`config.mk`:
```
export PLATFORM = sky130hd
export DESIGN_NAME = run_ctrl_flat
export DESIGN_NICKNAME = d
export VERILOG_FILES = /design/src/rtl/run_ctrl_if.sv /design/src/rtl/run_ctrl.sv /design/src/flat_wrapper.sv
export SDC_FILE = /design/constraint.sdc
export NUM_CORES = 1
export LEC_CHECK = 0
export BUFFER_PORTS_ARGS = -buffer_cell sky130_fd_sc_hd__buf_2
export CORE_UTILIZATION = 55
export DETAILED_ROUTE_END_ITERATION = 6
export PLACE_DENSITY = 0.83
export SYNTH_ARGS = -nofsm -noshare
export SYNTH_HDL_FRONTEND = slang
export SYNTH_SLANG_ARGS = --single-unit
export TNS_END_PERCENT = 10
```
`constraint.sdc`:
```
create_clock -name clk -period 2.6 [get_ports clk]
set_input_delay 0.39 -clock clk [delete_from_list [all_inputs] [get_ports clk]]
set_output_delay 0.39 -clock clk [all_outputs]
set_load 0.005 [all_outputs]
```
`src/rtl/run_ctrl_if.sv`:
```
//------------------------------------------------------------------------------
// Module   : run_ctrl_if
// Purpose  : Request/status bundle between a run requester and run_ctrl.
//            master : requester side (drives go/abort/done_i, observes status)
//            slave  : run_ctrl side (samples requests, drives status)
// Signals  : go, abort, done_i          - requests and core completion flag
//            start_o, busy, finished,
//            timed_out, cycle_cnt[15:0] - controller status
// Revision : 1.0 - initial release
//------------------------------------------------------------------------------
`default_nettype none

interface run_ctrl_if;
    logic        go;
    logic        abort;
    logic        done_i;
    logic        start_o;
    logic        busy;
    logic        finished;
    logic        timed_out;
    logic [15:0] cycle_cnt;

    modport master (
        output go, abort, done_i,
        input  start_o, busy, finished, timed_out, cycle_cnt
    );

    modport slave (
        input  go, abort, done_i,
        output start_o, busy, finished, timed_out, cycle_cnt
    );
endinterface

`default_nettype wire

```
`src/rtl/run_ctrl.sv`:
```
//------------------------------------------------------------------------------
// Module   : run_ctrl
// Purpose  : Sequences a core through start (held in reset), run and
//            completion, counting RUN cycles with an optional watchdog.
// Ports    : clk            - clock, rising edge active
//            rst_n          - asynchronous active-low reset
//            bus (slave)    - go/abort/done_i in; start_o/busy/finished/
//                             timed_out/cycle_cnt out
// Params   : START_CYCLES   - cycles start_o is held high in START (1..15)
//            TIMEOUT        - RUN cycle limit for the watchdog (1..65534)
// Macro    : RUN_CTRL_TIMEOUT_EN - when defined, compiles in the watchdog
//            and the TOUT state; otherwise timed_out is tied low.
// Revision : 1.0 - initial release
//------------------------------------------------------------------------------
`default_nettype none

module run_ctrl #(
    parameter int          START_CYCLES = 2,
    parameter logic [15:0] TIMEOUT      = 16'd4000
) (
    input  wire        clk,
    input  wire        rst_n,
    run_ctrl_if.slave  bus
);

    typedef enum logic [2:0] {
        S_IDLE  = 3'd0,
        S_START = 3'd1,
        S_RUN   = 3'd2,
        S_DONE  = 3'd3
`ifdef RUN_CTRL_TIMEOUT_EN
        , S_TOUT = 3'd4
`endif
    } state_t;

    localparam logic [3:0] c_START_LAST = 4'(START_CYCLES - 1);

    state_t      r_state;
    state_t      w_state_next;
    logic [3:0]  r_scnt;
    logic [3:0]  w_scnt_next;
    logic [15:0] r_cnt;
    logic [15:0] w_cnt_next;
    logic [15:0] w_cnt_inc;

    // Saturating RUN-cycle increment.
    assign w_cnt_inc = (r_cnt == 16'hFFFF) ? r_cnt : (r_cnt + 16'd1);

    always_ff @(posedge clk or negedge rst_n) begin
        if (!rst_n) begin
            r_state <= S_IDLE;
            r_scnt  <= 4'd0;
            r_cnt   <= 16'd0;
        end else begin
            r_state <= w_state_next;
            r_scnt  <= w_scnt_next;
            r_cnt   <= w_cnt_next;
        end
    end

    always_comb begin
        w_state_next = r_state;
        w_scnt_next  = r_scnt;
        w_cnt_next   = r_cnt;

        // abort overrides everything; the count of the abandoned run is kept.
        if (bus.abort) begin
            w_state_next = S_IDLE;
        end else begin
            case (r_state)
                S_IDLE, S_DONE
`ifdef RUN_CTRL_TIMEOUT_EN
                , S_TOUT
`endif
                : begin
                    if (bus.go) begin
                        w_state_next = S_START;
                        w_scnt_next  = 4'd0;
                        w_cnt_next   = 16'd0;
                    end
                end
                S_START: begin
                    if (r_scnt == c_START_LAST) begin
                        w_state_next = S_RUN;
                    end else begin
                        w_scnt_next = r_scnt + 4'd1;
                    end
                end
                S_RUN: begin
                    // Completion is checked first so it wins over the watchdog;
                    // the completing cycle still counts as a RUN cycle.
                    if (bus.done_i) begin
                        w_state_next = S_DONE;
                        w_cnt_next   = w_cnt_inc;
`ifdef RUN_CTRL_TIMEOUT_EN
                    end else if (r_cnt == TIMEOUT) begin
                        w_state_next = S_TOUT;
`endif
                    end else begin
                        w_cnt_next = w_cnt_inc;
                    end
                end
                default: begin
                    w_state_next = S_IDLE;
                end
            endcase
        end
    end

    // Status is decoded from the state register only.
    assign bus.start_o   = (r_state != S_RUN);
    assign bus.busy      = (r_state == S_START) || (r_state == S_RUN);
    assign bus.finished  = (r_state == S_DONE);
`ifdef RUN_CTRL_TIMEOUT_EN
    assign bus.timed_out = (r_state == S_TOUT);
`else
    assign bus.timed_out = 1'b0;
`endif
    assign bus.cycle_cnt = r_cnt;

endmodule

`default_nettype wire

```
`src/flat_wrapper.sv`:
```
// flat-port wrapper written by rule: the top's interface ports become plain ports
module run_ctrl_flat 
#(
    parameter int          START_CYCLES = 2,
    parameter logic [15:0] TIMEOUT      = 16'd4000
)
  (clk, rst_n, bus_go, bus_abort, bus_done_i, bus_start_o, bus_busy, bus_finished, bus_timed_out, bus_cycle_cnt);
  run_ctrl_if bus_i ();
  input  wire clk;
  input  wire rst_n;
  input wire logic [$bits(bus_i.go)-1:0] bus_go;
  input wire logic [$bits(bus_i.abort)-1:0] bus_abort;
  input wire logic [$bits(bus_i.done_i)-1:0] bus_done_i;
  output wire logic [$bits(bus_i.start_o)-1:0] bus_start_o;
  output wire logic [$bits(bus_i.busy)-1:0] bus_busy;
  output wire logic [$bits(bus_i.finished)-1:0] bus_finished;
  output wire logic [$bits(bus_i.timed_out)-1:0] bus_timed_out;
  output wire logic [$bits(bus_i.cycle_cnt)-1:0] bus_cycle_cnt;
  assign bus_i.go = bus_go;
  assign bus_i.abort = bus_abort;
  assign bus_i.done_i = bus_done_i;
  assign bus_start_o = bus_i.start_o;
  assign bus_busy = bus_i.busy;
  assign bus_finished = bus_i.finished;
  assign bus_timed_out = bus_i.timed_out;
  assign bus_cycle_cnt = bus_i.cycle_cnt;
  run_ctrl #(.START_CYCLES(START_CYCLES), .TIMEOUT(TIMEOUT)) u_core (.clk(clk), .rst_n(rst_n), .bus(bus_i));
endmodule
```
== Word-level counts from Yosys, hierarchy flattened ==
Cells that the tools add are included.
W data, S select, Z words.
Storage, ports and cells
  flip-flop bits (word level): 23
  input port bits: 5
  word-level logic and storage cells: 37
Cells by class
  $add $sub $neg: 2
  equal/unequal tests: 12
  multiplexer cells: 11
  bitwise gates (word level): 1
  reduce and logical (&&, ||, !) cells: 8
Operator list (count)
  $mux W16: 2
  $pmux W16 S2: 1
  $add A16 B1 Y16 const B: 1
  $eq A16 B16 Y1 const B: 1
  $mux W3: 4
  $pmux W3 S3: 1
  $mux W4: 2
  $pmux W4 S2: 1
  $reduce_and A4 Y1: 2
  $eq A3 B2 Y1 const B: 2
  $ne A2 B2 Y1 const B: 3
  $ne A3 B2 Y1 const B: 2
  $ne A3 B3 Y1 const B: 2
  $add A4 B1 Y4 const B: 1
  $eq A4 B1 Y1 const B: 1
  $reduce_bool A2 Y1: 2
  $eq A3 B1 Y1 const B: 1
  $logic_not A3 Y1: 1
  $reduce_and A3 Y1: 1
  $reduce_or A2 Y1: 1
  $logic_or A1 B1 Y1: 1
  $not A1 Y1: 1

== Longest topological paths before layout ==
Gate-level depths: netlist (run 1).
  depth after elaboration: 4
  mapped depth: 8
  gate-level depth less buffers: 6

== Least setup slack after synthesis (run 1) ==
Ideal clock, no wire load.
  path kind: register to register
  start: register u_core.r_state[0]
  end: register u_core.r_cnt[3], in the netlist u_core.bus.cycle_cnt[3]
  library setup time: 0.069 ns
  arrival: 1.897 ns
  data required time: 2.531 ns
  slack: 0.634 ns
  cell stages (with the launch flop): 8
  path buffers: 1
  cells stage by stage: dfrtp_1 inv_1 ha_1 buf_4 clkinv_1 or3_4 or4_1 nand3_1
Between the ends
  cells in the longest elaborated chain, start to end: 4
RTL lines
  start: declaration: RTL line run_ctrl.sv:38  | state_t r_state;
  start signal: assignment: RTL line run_ctrl.sv:55  | r_state <= w_state_next;
  $eq A3 B2 Y1 / $logic_not A3 Y1 (equally long branches): RTL line run_ctrl.sv:70  | case (r_state)
  $reduce_or A2 Y1: RTL line run_ctrl.sv:70
  $ne A2 B2 Y1 (no source line) / $reduce_bool A2 Y1 (equally long branches)
  $reduce_and A4 Y1 (no source line)
  end signal: assignment: RTL line run_ctrl.sv:57  | r_cnt <= w_cnt_next;
  end: declaration: RTL line run_ctrl.sv:42  | logic [15:0] r_cnt;
Several ways; a longest one is shown, not always the timed one.
A chain may end at the register's enable or synchronous reset.

== Final worst setup path (run 1) ==
  start: register u_core.r_state[0]
  end: register u_core.r_cnt[2], in the netlist u_core.bus.cycle_cnt[2]
Same word-level chain as after synthesis.

==> impl_results.md, run 1 <==
- Setup ws final: ~0.32 ns
- Core Area: between 2000 and 3000 um2
- Post-Route Hold Slack: 0.0223 ns
- Total power: 1.00 mW
- Number of CTS-inserted buffers: 3
- Post-layout nets: 198
- Number of nets in the synthesized netlist: between 150 and 200
- Post-route standard cell area excluding fillers: around 1700 um2
- Root cell of the clock tree: sky130_fd_sc_hd__clkbuf_4
- Number of DRC markers after the initial detailed-route iteration: 26
- Half-perimeter wire length after placement: ~2.6 mm
- Startpoint of the most critical register-to-register path: u_core.r_state[0]$_DFFE_PN0P_
- Worst Path Arrival: 2.48 ns
- Pin count of the biggest net entering global routing: 23
- Core utilization of the finished layout: 65.8%
- Register clock-pin slew on the reported worst setup and hold paths: between 0.1 and 0.15 ns
- Post-synthesis register bit count: 22
- Wire length of the first global-routing pass: 5.61 mm
- Initial antenna violation count: 0
- Lkg Pwr: 0.788 nW
- Final period demand of the worst path: 2.28 ns
- Total routing resource utilization after global routing: 26.9%
- Num ports: 25
- Layout area overhead: 9.76%
- Logic depth of the worst register-to-register path: 6
- RSZ-0062 raised after global routing: no
- Sequential cell area: 551 um2
- Syn Inst Count: around 160
- Number of standard cells in the layout, taps in and fillers out: around 210
- Final period util: 87.5%
- Number of enable-type register cells in the synthesized netlist: 0
- Sinks on Clock Net: 22
- Setup Buffers After CTS: 0
- Power density over the cells: 600 nW/um2
- Pin slew with the least headroom to its limit: 0.717 ns
- Setup crit end kind: register
- Count of endpoints failing hold in the final timing report: 0
- Number of filler instances in the final layout: 204
- Maximum root-to-sink buffer count: 2
- Setup Skew: 0.00119 ns
- CP startpoint kind: register
- Number of global-route vias before repair: between 1000 and 1500
- Detailed-router iteration count before antenna repair: 4
- Share of cells above drive strength 1: 22.8%
- Number of resized instances in the post-cts repair step: 0
- Port Buffers: 23
- Pre-CTS worst setup slack: ~0.4 ns
- Accumulated negative setup slack: 0 ns
- Residual DRC count: 0
- Result of the run: completed
- Worst-skew pair later-pin latency: just over 0.3 ns
- Setup violators final: 0
- Maximum operating frequency: 0.439 GHz
- CTS Hold Bufs: 0
- Area of the multi-input gates: 907 um2
- Total instance count after detailed placement: 211
- Avg WL per Cell: 16.2 um
- Initial core utilization: 59.9%
- Worst EP required: 2.81 ns
- Launching instance or port of the critical path: u_core.r_state[0]$_DFFE_PN0P_
- Mean area per synthesized cell: slightly above 9 um2
- IR Drop Worst-Case VDD: 0.489 mV
- H-tree depth: 1
- Max-slew headroom at the worst pin: between 50% and 60%
- Hold crit path type: input port to async pin
- Post-synth ARST share: 100%
- Die Area: 2990 um2
- Class of the most critical setup path: register to register
- Sequential fraction of the synthesis area: 36.1%
- Vias: 1384
- Cell area after placement: approximately 1700 um2
- Die Height: 54.7 um
- Number of antenna cells inserted: 0
- Row count: 18
- Unique cell type count in the Yosys netlist: 50
- Final weighted congestion in routability-driven placement: 0.867
- Count of nets left with antenna violations after detail routing: 0
- Clock tree from TritonCTS: yes
- WL final: 3.47 mm
- Max Cap Violations: 0
- Detailed-route vias per instance: 6.47
- Leading register cell type out of synthesis: sky130_fd_sc_hd__dfrtp_1
- Final Max Tran Viols: 0
- Number of warnings reported in the yosys synthesis log: 0
- Die width: 54.7 um
- Max FO, Critical Path: 11
- Synthesized cell area: approximately 1500 um2
- Residual overflow from global routing: 0
-- cell usage after synthesis (2+ instances only) --
library cell                count  area [um2]
sky130_fd_sc_hd__buf_4          2        15.0
sky130_fd_sc_hd__a31oi_1        3        18.8
sky130_fd_sc_hd__clkbuf_1       5        18.8
sky130_fd_sc_hd__or4_1          2        15.0
sky130_fd_sc_hd__ha_1           7        87.6
sky130_fd_sc_hd__and3_1         4        25.0
sky130_fd_sc_hd__nor4_1         4        25.0
sky130_fd_sc_hd__a21oi_1        3        15.0
sky130_fd_sc_hd__o21ai_0        8        40.0
sky130_fd_sc_hd__nor2_1         9        33.8
sky130_fd_sc_hd__a2bb2oi_1      2        17.5
sky130_fd_sc_hd__mux2i_1        7        70.1
sky130_fd_sc_hd__nand3_1       12        60.1
sky130_fd_sc_hd__or3_1          2        12.5
sky130_fd_sc_hd__nand2_1       13        48.8
sky130_fd_sc_hd__nand4_1        5        31.3
sky130_fd_sc_hd__nand2b_1       2        12.5
sky130_fd_sc_hd__nor4b_1        2        17.5
sky130_fd_sc_hd__nor2b_1        2        12.5
sky130_fd_sc_hd__dfrtp_1       22         551
sky130_fd_sc_hd__o211ai_1       6        45.0
sky130_fd_sc_hd__o311ai_0       2        17.5
sky130_fd_sc_hd__nor3_1         4        20.0
sky130_fd_sc_hd__a221oi_1       2        17.5
sky130_fd_sc_hd__nand4_4        2        42.5
sky130_fd_sc_hd__inv_1          8        30.0
-- critical path, cell delays in order (launching register included) --
cell	delay [ns]
sky130_fd_sc_hd__dfrtp_1	0.47
sky130_fd_sc_hd__inv_1	0.07
sky130_fd_sc_hd__ha_1	0.36
sky130_fd_sc_hd__nor2b_1	0.61
sky130_fd_sc_hd__or3_4	0.28
sky130_fd_sc_hd__nor4b_1	0.05
sky130_fd_sc_hd__a211o_2	0.33
-- registers in the layout, indices dropped and copies added, names as in the netlist --
register,cells
u_core.bus.cycle_cnt,16
u_core.r_scnt,4
u_core.r_state,2
-- worst paths after layout --
check	slack, ns	to
min	0.02	u_core.bus.cycle_cnt[9]$_DFFE_PN0P_
min in group clk	0.44	u_core.r_state[0]$_DFFE_PN0P_
max in group asynchronous	2.25	u_core.r_scnt[1]$_DFFE_PN0P_
max reg2reg	0.32	u_core.bus.cycle_cnt[2]$_DFFE_PN0P_
min reg2reg	0.52	u_core.bus.cycle_cnt[7]$_DFFE_PN0P_
max	0.32	u_core.bus.cycle_cnt[2]$_DFFE_PN0P_
-- power breakdown --
group          switching (mW)  internal [mW]
Clock                   0.103         0.0542
Combinational           0.217          0.155
Sequential             0.0778          0.397
Total                   0.397          0.607
-- cell usage in the layout, fill, tap and decap left out, drive strengths merged, types with 3 or more instances in the layout --
cell type / synthesis / layout
or4: 4 / 4
and3: 6 / 6
nor2: 9 / 9
nand3: 12 / 12
clkbuf: 5 / 3
buf: 2 / 24
inv: 8 / 8
or3: 3 / 3
nand2: 13 / 13
mux2i: 7 / 7
ha: 7 / 7
a21oi: 3 / 3
a31oi: 3 / 3
o211ai: 6 / 6
o21ai: 8 / 8
nor3: 4 / 4
nand4: 7 / 7
nor4: 6 / 6
dfrtp: 22 / 22
-- layer usage --
| metal | GRT usage [%] | vias up | wire, um |
|---|---|---|---|
| li1 | - | 675 | - |
| met1 | 36.8 | 667 | 1640 |
| met2 | 42.0 | 37 | 1650 |
| met3 | 3.61 | 5 | 141 |
| met4 | 11.5 | 0 | 48 |
| met5 | 0 | - | 0 |
-- cell families (layout without fill, tap and decap cells) --
group | after synthesis | count (layout) | share of synthesized area [%]
other | 1 | 1 | 0.246
AOI/OAI and AO/OA | 37 | 37 | 17.9
and+or+nand+nor | 74 | 74 | 31.0
buffers and inverters | 16 | 36 | 4.43
muxes | 7 | 7 | 4.59
DFF | 22 | 22 | 36.1
adders and majority gates | 7 | 7 | 5.74
-- cell type report --
cell class                 count  share of cell area [%]
timing repair buffer          24                    7.32
sequential                    22                    32.9
multi-input combinational    126                    54.2
inverter                       9                    2.02
tap                           30                    2.24
clock buffer                   3                    1.35
(Power assumes the default switching activity.)
==> run 2: changes to the inputs <==
--- a/config.mk
+++ b/config.mk
@@ -5,10 +5,13 @@
 export SDC_FILE = /design/constraint.sdc
 export NUM_CORES = 1
 export LEC_CHECK = 0
+export ABC_CLOCK_PERIOD_IN_PS = 2600
 export BUFFER_PORTS_ARGS = -buffer_cell sky130_fd_sc_hd__buf_2
+export CAP_MARGIN = 10
 export CORE_UTILIZATION = 55
 export DETAILED_ROUTE_END_ITERATION = 6
 export PLACE_DENSITY = 0.83
+export REMOVE_ABC_BUFFERS = 1
 export SYNTH_ARGS = -nofsm -noshare
 export SYNTH_HDL_FRONTEND = slang
 export SYNTH_SLANG_ARGS = --single-unit
==> impl_results.md, run 2 (synthesis gave the netlist of run 1 again) <==
- Worst-skew pair later-pin latency: 0.31 ns
- CP peak stage delay: roughly 0.57 ns
- Pin slew with the least headroom to its limit: between 0.6 and 0.7 ns
- Count of nets left with antenna violations after detail routing: 0
- Commonest non-fill, non-tap cells in the layout: 23 x sky130_fd_sc_hd__buf_2, 22 x sky130_fd_sc_hd__dfrtp_1, 13 x sky130_fd_sc_hd__nand2_1
- Initial core utilization: 59.9%
- Num ports: 25
- Post-Route Hold Slack: between 0.03 and 0.04 ns
- Setup Skew: ~0.0053 ns
- Die width: 54.7 um
- Count of endpoints failing hold in the final timing report: 0
- RSZ-0062 raised after global routing: no
- Layout area overhead: 11.6%
- Final period util: between 80% and 90%
- Wire length of the first global-routing pass: 5.95 mm
- Accumulated negative setup slack: 0 ns
- Kind of cell adding the most delay to the critical path: simple AND/OR/NAND/NOR gates
- Number of CTS-inserted buffers: 3
- IR Drop Worst-Case VDD: ~0.6 mV
- Clock tree from TritonCTS: yes
- Cell depth of the worst setup path: 6
- Worst EP required: 2.81 ns
- Die Area: 2990 um2
- WL final: ~3.6 mm
- Most common library cell in the layout ignoring fill and taps: sky130_fd_sc_hd__buf_2
- Initial antenna violation count: 0
- Number of resized instances in the post-cts repair step: 0
- Final Max Tran Viols: 0
- CTS Hold Bufs: 0
- Hold crit path type: input port to async pin
- Pin count of the biggest net entering global routing: 23
- Lkg Pwr: 0.804 nW
- Post-layout nets: 200
- Maximum root-to-sink buffer count: 2
- Worst path cell trace: inv_1 > ha_1 > nor2b_1 > or3_4 > nor4b_1 > a211o_2
- Max Cap Violations: 0
- Residual DRC count: 0
- Half-perimeter wire length after placement: 2.57 mm
- Final period demand of the worst path: 2.18 ns
- Setup violators final: 0
- Highest-delay cell along the critical path: sky130_fd_sc_hd__nor2b_1
- Worst Path Arrival: 2.39 ns
- Max FO, Critical Path: 11
- Detailed-route vias per instance: 6.53
- Max-slew headroom at the worst pin: 55.7%
- Number of global-route vias before repair: 1289
- Number of antenna cells inserted: 0
- Register clock-pin slew on the reported worst setup and hold paths: 0.13 ns
- Class of the most critical setup path: register to register
- Row count: 18
- Max FFs per register: 16
- CP startpoint kind: register
- Sinks on Clock Net: 22
- Detailed-router iteration count before antenna repair: 6
- Avg WL per Cell: 16.5 um
- Power density over the cells: around 620 nW/um2
- Post-route standard cell area excluding fillers: 1700 um2
- Die Height: 54.7 um
- Result of the run: completed
- Maximum operating frequency: about 0.46 GHz
- Logic depth of the worst register-to-register path: 6
- Setup crit end kind: register
- Number of DRC markers after the initial detailed-route iteration: 66
- Number of buffers and inverters on the critical path: 1
- H-tree depth: 1
- Total routing resource utilization after global routing: between 20% and 30%
- Residual overflow from global routing: 0
- Share of cells above drive strength 1: 24.1%
- Core Area: 2540 um2
- Vias: 1416
- Port Buffers: 23
- Final weighted congestion in routability-driven placement: around 0.86
- Cell area after placement: ~1700 um2
- Setup Buffers After CTS: 0
- Root cell of the clock tree: sky130_fd_sc_hd__clkbuf_4
## run 2: final cells by class
cell class	instances	area, um2
Inverter	9	33.8
Fill cell	199	842
Clock buffer	4	36.3
Tap cell	30	37.5
Sequential cell	22	551
Multi-Input combinational cell	126	907
Timing Repair Buffer	26	138
## run 2: stage by stage
step / utilization (%) / instances / setup slack [ns] / total power [mW]
finish: 66.9 / 217 / 0.419 / 1.06
global route: 66.9 / 217 / 0.306 / 1.14
CTS: 66.9 / 217 / 0.406 / 1.06
detailed placement: 65.5 / 213 / 0.445 / 0.865
global placement: 65.5 / 213 / 0.545 / 0.835
floorplan: - / 157 / 0.405 / 0.721
## run 2: worst paths after layout
check                                                    start                                   to  slack (ns)
max                              u_core.r_state[0]$_DFFE_PN0P_  u_core.bus.cycle_cnt[2]$_DFFE_PN0P_        0.42
min                                                      rst_n  u_core.bus.cycle_cnt[5]$_DFFE_PN0P_        0.04
max reg2reg                      u_core.r_state[0]$_DFFE_PN0P_  u_core.bus.cycle_cnt[2]$_DFFE_PN0P_        0.42
min reg2reg                u_core.bus.cycle_cnt[7]$_DFFE_PN0P_  u_core.bus.cycle_cnt[7]$_DFFE_PN0P_        0.55
max in group asynchronous                                rst_n  u_core.bus.cycle_cnt[3]$_DFFE_PN0P_        2.21
min in group clk                                     bus_abort        u_core.r_state[1]$_DFFE_PN0P_        0.44
## run 2: report_power, final
| part | switching, mW | internal, mW |
|---|---|---|
| Clock | 0.110 | 0.0854 |
| Combinational | 0.222 | 0.164 |
| Sequential | 0.0794 | 0.397 |
| Total | 0.411 | 0.646 |
## run 2: layer usage
metal	global-route usage (%)	vias up	share of wire, %
li1	-	677	-
met1	38.2	682	45
met2	44.8	51	48
met3	3.33	6	6.5
met4	8.12	0	1.0
met5	0	-	0
## run 2: worst reg2reg max path, stage by stage, from the launching register on
cell	delay, ns
sky130_fd_sc_hd__dfrtp_1	0.44
sky130_fd_sc_hd__inv_1	0.06
sky130_fd_sc_hd__ha_1	0.36
sky130_fd_sc_hd__nor2b_1	0.58
sky130_fd_sc_hd__or3_4	0.27
sky130_fd_sc_hd__nor4b_1	0.06
sky130_fd_sc_hd__a211o_2	0.32
